<file path="config.mk">
export PLATFORM = sky130hd
export DESIGN_NAME = imem_fetch_unit
export DESIGN_NICKNAME = d
export VERILOG_FILES = /design/src/rtl/imem_fetch_unit.sv
export SDC_FILE = /design/constraint.sdc
export NUM_CORES = 1
export LEC_CHECK = 0
export BUFFER_PORTS_ARGS = -buffer_cell sky130_fd_sc_hd__buf_2
export CAP_MARGIN = 10
export CORE_AREA = 2 2 107 109
export DETAILED_ROUTE_END_ITERATION = 16
export DIE_AREA = 0 0 109 111
export SYNTH_ARGS = -nofsm -noshare
export SYNTH_HDL_FRONTEND = slang
export SYNTH_SLANG_ARGS = --single-unit
export TNS_END_PERCENT = 20
</file>
<file path="constraint.sdc">
create_clock -name clk -period 3.1 [get_ports clk]
set_input_delay 0.31 -clock clk [delete_from_list [all_inputs] [get_ports clk]]
set_output_delay 0.31 -clock clk [all_outputs]
set_load 0.02 [all_outputs]
</file>
<file path="src/rtl/imem_fetch_unit.sv">
// Instruction fetch stage: owns the PC, drives the synchronous instruction
// memory, tracks the single in-flight read and buffers returned bytes in a
// 2-entry FIFO that feeds decode over a valid/ready handshake.
module imem_fetch_unit #(
   parameter logic [7:0] RESET_PC = 8'h00
) (
   input  logic       clk,
   input  logic       reset,
   output logic [7:0] imem_addr,
   input  logic [7:0] imem_data,
   input  logic       redirect_valid,
   input  logic [7:0] redirect_pc,
   output logic       inst_valid,
   output logic [7:0] inst,
   output logic [7:0] inst_pc,
   input  logic       inst_ready
);

   // Fetch state
   logic [7:0] pc;
   logic       inflight;
   logic [7:0] inflight_pc;

   // Return queue state
   logic [7:0] q_inst [2];
   logic [7:0] q_pc   [2];
   logic       rd_ptr;
   logic       wr_ptr;
   logic [1:0] count;

   // Handshake / issue decisions
   logic       pop;
   logic       push;
   logic       issue;
   logic [2:0] occupancy;

   // Next-state of the queue and of the registered head
   logic [1:0] count_nxt;
   logic       rd_ptr_nxt;
   logic       wr_ptr_nxt;
   logic [7:0] head_inst_nxt;
   logic [7:0] head_pc_nxt;

   assign imem_addr = pc;

   // inst_valid mirrors count != 0, so a pop always finds count >= 1.
   assign pop  = inst_valid && inst_ready;

   // A redirect discards the byte returning this cycle.
   assign push = inflight && !redirect_valid;

   // Entries that will still occupy the queue after this cycle, counting the
   // in-flight byte; issuing only when this is <= 1 reserves a slot for
   // every byte that returns.
   assign occupancy = {1'b0, count} + {2'b00, inflight} - {2'b00, pop};
   assign issue     = !reset && !redirect_valid && (occupancy <= 3'd1);

   // ---- stage boundary: issue -> memory (pc / inflight registers) ----

   // Program counter and in-flight tracking; reset beats redirect beats issue.
   always_ff @(posedge clk) begin
      if (reset) begin
         pc       <= RESET_PC;
         inflight <= 1'b0;
      end else if (redirect_valid) begin
         pc       <= redirect_pc;
         inflight <= 1'b0;
      end else begin
         inflight <= issue;
         if (issue) begin
            pc <= pc + 8'd1;
         end
      end
   end

   // Remember which address the outstanding memory read belongs to.
   always_ff @(posedge clk) begin
      if (issue) begin
         inflight_pc <= pc;
      end
   end

   // ---- stage boundary: memory -> queue (return path) ----

   // Queue pointer/count update and the value the head register will show.
   always_comb begin
      count_nxt  = count;
      rd_ptr_nxt = rd_ptr;
      wr_ptr_nxt = wr_ptr;
      if (redirect_valid) begin
         count_nxt  = 2'd0;
         rd_ptr_nxt = 1'b0;
         wr_ptr_nxt = 1'b0;
      end else begin
         if (pop) begin
            rd_ptr_nxt = ~rd_ptr;
         end
         if (push) begin
            wr_ptr_nxt = ~wr_ptr;
         end
         if (push && !pop) begin
            count_nxt = count + 2'd1;
         end else if (pop && !push) begin
            count_nxt = count - 2'd1;
         end
      end
      // The new head is the byte being written now only when the write slot
      // is the slot the head pointer moves to (empty queue, or pop+push on a
      // single entry); otherwise it is already stored.
      if (push && (wr_ptr == rd_ptr_nxt)) begin
         head_inst_nxt = imem_data;
         head_pc_nxt   = inflight_pc;
      end else begin
         head_inst_nxt = q_inst[rd_ptr_nxt];
         head_pc_nxt   = q_pc[rd_ptr_nxt];
      end
   end

   // Queue control registers.
   always_ff @(posedge clk) begin
      if (reset) begin
         count  <= 2'd0;
         rd_ptr <= 1'b0;
         wr_ptr <= 1'b0;
      end else begin
         count  <= count_nxt;
         rd_ptr <= rd_ptr_nxt;
         wr_ptr <= wr_ptr_nxt;
      end
   end

   // Queue storage: capture the returning byte with the PC it came from.
   always_ff @(posedge clk) begin
      if (push && !reset) begin
         q_inst[wr_ptr] <= imem_data;
         q_pc[wr_ptr]   <= inflight_pc;
      end
   end

   // ---- stage boundary: queue -> decode (registered head outputs) ----

   // Decode-facing outputs come straight from flops; the head is held when
   // the queue drains so inst/inst_pc never change while not valid-and-new.
   always_ff @(posedge clk) begin
      if (reset) begin
         inst_valid <= 1'b0;
         inst       <= 8'h00;
         inst_pc    <= 8'h00;
      end else begin
         inst_valid <= (count_nxt != 2'd0);
         if (count_nxt != 2'd0) begin
            inst    <= head_inst_nxt;
            inst_pc <= head_pc_nxt;
         end
      end
   end

endmodule
</file>
==> impl_results.md, run 1 <==
* Most common cell type on the critical path: sky130_fd_sc_hd__inv_1
* Port Buffers at 44
* FF-to-FF End: inflight_pc[6]
* First-pass GRT wire length at approximately 16 mm
* CP Cell Sequence: a21boi_0, or2_2, ha_1, inv_1, fa_1, or3b_1, or2_1, inv_1, buf_4
* Overall routing resource usage at 16.63%
* Filler cells at around 1100
* Most instantiated flip-flop cell in the synthesis netlist: sky130_fd_sc_hd__edfxtp_1
* Cell count after placement at around 550
* Final GP Congestion at 0.8411
* Power per Cell Area at 553.1 nW/um^2
* Critical R2R Launch: count[0]
* Count of antenna-violating nets left after detailed routing at 0
* Synthesized netlist cell count at between 300 and 400
* Critical-path cell with the highest stage delay: sky130_fd_sc_hd__fa_1
* Setup crit end kind: flop
* Maximum capacitance violations at 0
* Clock sink count at 70
* Number of setup buffers added after CTS at 0
* Via count of the first global-routing pass at between 3000 and 4000
* FF+latch count, synth at 70
* Die Area at 12100 um^2
* Inserted Diodes at 0
* Yosys Warn Count at 0
* Hold endpoint: q_inst[1][6]
* Library cell used as clock root buffer: sky130_fd_sc_hd__clkbuf_16
* Core Box Area at approximately 11000 um^2
* Nets@finish at about 440
* Clock slew at the register clock pins of the worst setup and hold paths at roughly 0.060 ns
* Number of hold violations in the final report at 0
* X dimension of the die at 109 um
* Arrival @ worst endpoint at 2.96 ns
* Number of instances on the worst hold path at 1
* Number of placement rows at 39
* Hold_buf cts at 0
* Critical Path Source Type: flop
* Status: completed
* Hold path start: imem_data[6]
* Routed length per placed instance at 17.47 um
* Detail Placement HPWL at around 5.9 mm
* Final setup margin at around 0.17 ns
* Largest net degree at the start of global routing at 36
* Final Skew at 0.007438 ns
* Antenna violations before repair at 0
* Final Cell Area at 4395 um^2
* Net count after synthesis at 408
* Effective utilization at floorplan at about a third
* Quantity of gates resized following cts at 0
* DR vias/cell at roughly 5.6
* Clock period minus final worst setup slack at 2.935 ns
* Via count at 3151
* Total wire length after detailed routing at between 9 and 10 mm
* Final period util at 94.66%
* Max_slew headroom at 35.30%
* Leading cell type in the layout, fill and taps excluded: sky130_fd_sc_hd__inv_1
* Most frequent cells in the layout: sky130_fd_sc_hd__inv_1, sky130_fd_sc_hd__buf_2, sky130_fd_sc_hd__edfxtp_1
* Largest stage delay on the critical path at between 0.4 and 0.5 ns
* Setup slack, reg-to-reg at roughly 0.17 ns
* Clock tree from TritonCTS: done
* Mean instance size in the synthesized netlist at around 10 um^2
* Synthesis-to-layout area growth at 17.33%
* Top fanout value on the critical path at 8
* Type of the most critical hold path: input pin to flop
* Total grt overflow at 0
* Cell family contributing the most delay on the critical path: simple AND/OR/NAND/NOR gates
* Maximum clock rate at roughly 340 MHz
* First-pass iteration count of the detailed router at 4
* Total setup violations reported at the end of the flow at 0
* Die outline height at ~110 um
* Iter 0 DRT Violations at between 200 and 250
* Top-Level Pins at 45
* Part of the Yosys area used for sequential elements at between 40% and 50%
* Placed inst area at between 4000 and 5000 um^2
* R2R depth at 9
* Final sum of negative setup slack at 0 ns
* Max VDD drop at 0.3109 mV
* Fraction of final layout cells sized beyond drive strength 1 at 22.01%
* Unrepaired setup endpoints after global routing: no
* Number of CTS-inserted buffers at 9
* Worst-case clock buffer depth at 2
* Worst-skew pair later-pin latency at roughly 0.32 ns
* Detailed-route DRC error count at 0
* Bufs and invs on worst path at 3
* Cell area after synthesis at about 3700 um^2
* Async set-or-reset flop fraction in the synthesized netlist at 0%
* Count of flip-flops with a built-in enable after synthesis at 40
* Static Leak at 1.661 nW
* Tightest Pin Transition at ~0.97 ns
* Worst Setup Path Type: flop to flop
* Slew Limit Fails at 0
* Setup slack at placement at roughly 0.15 ns
* Synth cell types at 44
* Final Instance Count excl. Fillers at about 560
* H-tree levels at 3
* Data required, critical path at roughly 3.1 ns
## area by class of cell
cell class | instances | area (um^2) | share of cell area [%]
Clock inverter | 6 | 85.08 | 1.936
Multi-Input combinational cell | 219 | 1563 | 35.55
Clock buffer | 10 | 239.0 | 5.437
Inverter | 56 | 210.2 | 4.782
Timing Repair Buffer | 57 | 317.8 | 7.230
Tap cell | 143 | 178.9 | 4.071
Sequential cell | 70 | 1802 | 40.99
## cells in the mapped netlist, drive strengths merged, types with 3 or more instances
cell type,number,area [um^2]
o2111ai,32,280.3
mux2,16,180.2
and2,3,18.77
nor2,3,11.26
o211ai,16,120.1
dfxtp,30,600.6
clkbuf,28,105.1
buf,12,72.57
nand4,17,106.4
a32oi,3,26.28
a31oi,4,25.02
edfxtp,40,1201
o21ai,6,33.78
a311oi,19,166.4
nand2,22,82.58
inv,55,206.5
or3,3,18.77
nor3,7,35.03
nand3,19,95.09
nand2b,3,18.77
a21oi,20,100.1
## power breakdown
part / switching, mW / internal (mW)
Clock: 0.384 / 0.723
Sequential: 0.0343 / 1.03
Combinational: 0.170 / 0.0940
## worst max path at each step
| stage | from | endpoint | slack [ns] | cells past startpoint |
|---|---|---|---|---|
| finish | count[0] | inflight_pc[6] | 0.17 | 9 |
| global placement | inst_ready | inflight_pc[6] | 0.26 | 10 |
| floorplan | inst_valid | imem_addr[1] | 0.12 | 12 |
| CTS | count[0] | inflight_pc[6] | 0.19 | 9 |
| detailed placement | inst_ready | inflight_pc[6] | 0.15 | 10 |
| global route | count[0] | inflight_pc[6] | 0.004 | 9 |
## state kept, by name (all words and copies together), names as in the netlist, 2 cells and up
| register | count |
|---|---|
| inst | 8 |
| count | 2 |
| inst_pc | 8 |
| inflight_pc | 8 |
| q_inst | 16 |
| imem_addr | 8 |
| q_pc | 16 |
## per-layer routing
metal / GRT usage (%) / up-vias / share of wire (%)
met1: 23.86 / 1533 / 49
met2: 25.30 / 104 / 46
met4: 5.556 / 0 / 0.76
met5: 0 / - / 0
met3: 2.763 / 6 / 4.5
li1: - / 1508 / -
## worst reg2reg max path: cells and delay by family (launching register included)
kind,cells,cell delay [ns]
adder cells (fa/ha/maj),2,0.60
AO/OA/AOI/OAI,1,0.37
buffers and inverters,3,0.44
AND/OR/NAND/NOR,3,0.87
flip-flops,1,0.37
## stage by stage
step / util (%) / power, mW / hold slack (ns)
after floorplan: - / 1.249 / 0.4089
after global routing: 39.68 / 2.526 / 0.2051
after CTS: 39.68 / 2.448 / 0.2094
after global placement: 36.76 / 1.337 / 0.4905
final: 39.68 / 2.431 / 0.2124
after detailed placement: 36.76 / 1.343 / 0.5027
## cell families (layout without fill, tap and decap cells)
| kind of cell | after synthesis | in the layout | share of synthesized area (%) |
|---|---|---|---|
| AOI/OAI and AO/OA | 107 | 107 | 21.61 |
| xor gates and xnor gates | 4 | 4 | 0.9354 |
| and+or+nand+nor | 88 | 88 | 12.73 |
| DFF | 70 | 70 | 48.10 |
| muxes | 17 | 17 | 5.077 |
| buffers and inverters | 96 | 129 | 10.35 |
| adders and majority gates | 3 | 3 | 1.202 |
Note: power is estimated with default switching activity, not from simulation.
==> run 2: changes to the inputs <==
Settings changed: CTS_BUF_LIST set to sky130_fd_sc_hd__clkbuf_16, SETUP_SLACK_MARGIN set to 0.2.
Clock period 3.1 ns to 3.6 ns, I/O delays scaled along.
==> run 2 against run 1 <==
Net effect:
- global-route usage up 1.0 points
- fmax down 3.5%
- cell area down 1.1%
- combinational power down 15%
- largest cell class unchanged
- critical endpoint is now imem_addr[4]
- largest power group is now sequential cells
- final cell count down 0.53%
- clock skew up 0.00075 ns
==> impl_results.md, run 2 (same netlist as run 1, synthesis figures left out) <==
* Via count of the first global-routing pass at 3136 (was 3046)
* Synthesis-to-layout area growth at 16.03% (was 17.33%)
* Effective utilization at floorplan at 33.82% (unchanged)
* Critical-path cell with the highest stage delay: sky130_fd_sc_hd__xor2_1 (was sky130_fd_sc_hd__fa_1)
* Iter 0 DRT Violations at 273 (was 201)
* Max_slew headroom at 32.67% (was 35.30%)
* Critical Path Source Type: flop (unchanged)
* Worst hold slack at 0.2578 ns (was 0.2124 ns)
* Type of the most critical hold path: input pin to flop (unchanged)
* Arrival @ worst endpoint at 3.22 ns (was 2.96 ns)
* Max VDD drop at 0.2508 mV (was 0.3109 mV)
* Worst Setup Path Type: flop to flop (unchanged)
* Overall routing resource usage at 17.65% (was 16.63%)
* Largest net degree at the start of global routing at 34 (was 36)
* Clock sink count at 70 (unchanged)
* Core Box Area at 11080 um^2 (unchanged)
* Total setup violations reported at the end of the flow at 0 (unchanged)
* Number of setup buffers added after CTS at 0 (unchanged)
* Data required, critical path at 3.78 ns (was 3.13 ns)
* Antenna violations before repair at 0 (unchanged)
* Via count at 3159 (was 3151)
* Top-Level Pins at 45 (unchanged)
* First-pass iteration count of the detailed router at 5 (was 4)
* Post-route core utilization at 39.24% (was 39.68%)
* H-tree levels at 3 (unchanged)
* Combinational share of power at 11.1% (was 10.9%)
* Die outline height at 111 um (unchanged)
* Power per Cell Area at 463.2 nW/um^2 (was 553.1 nW/um^2)
* Final GP Congestion at 0.8782 (was 0.8411)
* Maximum clock rate at 328.7 MHz (was 340.8 MHz)
* Hold_buf cts at 0 (unchanged)
* Fraction of final layout cells sized beyond drive strength 1 at 21.93% (was 22.01%)
* Routed length per placed instance at 18.04 um (was 17.47 um)
* NetSw at 0.5210 mW (was 0.5886 mW)
* Internal Pwr Total at 1.493 mW (was 1.843 mW)
* Clock slew at the register clock pins of the worst setup and hold paths at 0.06 ns (about the same)
* Nets@finish at 433 (was 436)
* Largest stage delay on the critical path at 0.40 ns (was 0.46 ns)
* Port Buffers at 44 (unchanged)
* Leading cell type in the layout, fill and taps excluded: sky130_fd_sc_hd__inv_1 (unchanged)
* Worst-skew pair later-pin latency at 0.33 ns (was 0.32 ns)
* Cell family contributing the most delay on the critical path: compound AO/OA/AOI/OAI gates (was simple AND/OR/NAND/NOR gates)
* Clock network fraction of total power at 43.4% (was 45.6%)
* Setup crit end kind: flop (unchanged)
* Clock period minus final worst setup slack at 3.042 ns (was 2.935 ns)
* Detailed-route DRC error count at 0 (unchanged)
* Clock tree from TritonCTS: done (unchanged)
* Count of antenna-violating nets left after detailed routing at 0 (unchanged)
* Leading registers by flop count: q_inst x16, q_pc x16 (unchanged)
* Top fanout value on the critical path at 13 (was 8)
* Maximum capacitance violations at 0 (unchanged)
* Static Leak at 1.625 nW (was 1.661 nW)
* Library cell used as clock root buffer: sky130_fd_sc_hd__clkbuf_16 (unchanged)
* Worst-case clock buffer depth at 2 (unchanged)
* Detail Placement HPWL at 6.119 mm (was 5.948 mm)
* Tightest Pin Transition at 1.010 ns (was 0.9704 ns)
* Status: completed (unchanged)
* Bufs and invs on worst path at 2 (was 3)
* Inserted Diodes at 0 (unchanged)
* Final Skew at 0.008190 ns (was 0.007438 ns)
* Net switching fraction of the power at 25.87% (was 24.21%)
* Quantity of gates resized following cts at 0 (unchanged)
* First-pass GRT wire length at 16.69 mm (was 15.84 mm)
* DR vias/cell at 5.661 (was 5.617)
* Number of hold violations in the final report at 0 (unchanged)
* Final period util at 84.51% (was 94.66%)
* Final sum of negative setup slack at 0 ns (unchanged)
* CP Cell Sequence: a21boi_0, or2_2, ha_1, inv_1, fa_1, xor2_1, or2_1, clkinvlp_4, a32oi_1, a21oi_1 (was a21boi_0, or2_2, ha_1, inv_1, fa_1, or3b_1, or2_1, inv_1, buf_4)
* Number of placement rows at 39 (unchanged)
* Total grt overflow at 0 (unchanged)
* Total wire length after detailed routing at 10.07 mm (was 9.800 mm)
* Number of CTS-inserted buffers at 9 (unchanged)
* Sequential cell fraction of total power at 45.5% (was 43.6%)
* Most frequent cells in the layout: sky130_fd_sc_hd__inv_1, sky130_fd_sc_hd__buf_2, sky130_fd_sc_hd__edfxtp_1 (unchanged)
* Slew Limit Fails at 0 (unchanged)
* Die Area at 12100 um^2 (unchanged)
* Unrepaired setup endpoints after global routing: no (unchanged)
* X dimension of the die at 109 um (unchanged)
* Total power at 2.014 mW (was 2.431 mW)
run 2: stage by stage:
step	worst slack [ns]	std cells	area [um^2]
2_1_floorplan	0.6230	385	3746
3_3_place_gp	0.5100	542	4053
3_5_place_dp	0.3253	542	4053
4_1_cts	0.4073	558	4343
5_1_grt	0.2874	558	4347
6_report	0.5578	558	4347
run 2: path summary, 6_finish.rpt:
kind	start	to	slack, ns	depth (start not counted)
max	inst_valid	imem_addr[4]	0.56	10
min reg2reg	inflight_pc[7]	q_pc[0][7]	0.51	0
max reg2reg	inst_valid	imem_addr[4]	0.56	10
min	imem_data[3]	q_inst[0][3]	0.26	1
run 2: cell type report:
type | count | area, um^2
repair buffers | 54 | 295.3
fillers | 1113 | 6730
inverters | 56 | 214.0
clock inverters | 7 | 65.06
well taps | 143 | 178.9
multi-input cells | 219 | 1567
flip-flops and latches | 70 | 1802
clock buffers | 9 | 225.2
run 2: power groups by stage:
stage	clock [mW]	combinational, mW	sequential, mW
finish	0.874	0.224	0.916
floorplan	0	0.127	0.948
CTS	0.885	0.224	0.916
global route	0.921	0.245	0.922
global placement	0	0.220	0.931
detailed placement	0	0.223	0.933
run 2: metal layers:
| layer | share of wire, % | wire (um) | global-route usage (%) | up-vias |
|---|---|---|---|---|
| met4 | 1.5 | 146 | 5.299 | 0 |
| met2 | 48 | 4784 | 26.75 | 108 |
| li1 | - | - | - | 1504 |
| met5 | 0 | 0 | 0 | - |
| met1 | 45 | 4572 | 25.16 | 1537 |
| met3 | 5.6 | 562 | 3.704 | 10 |
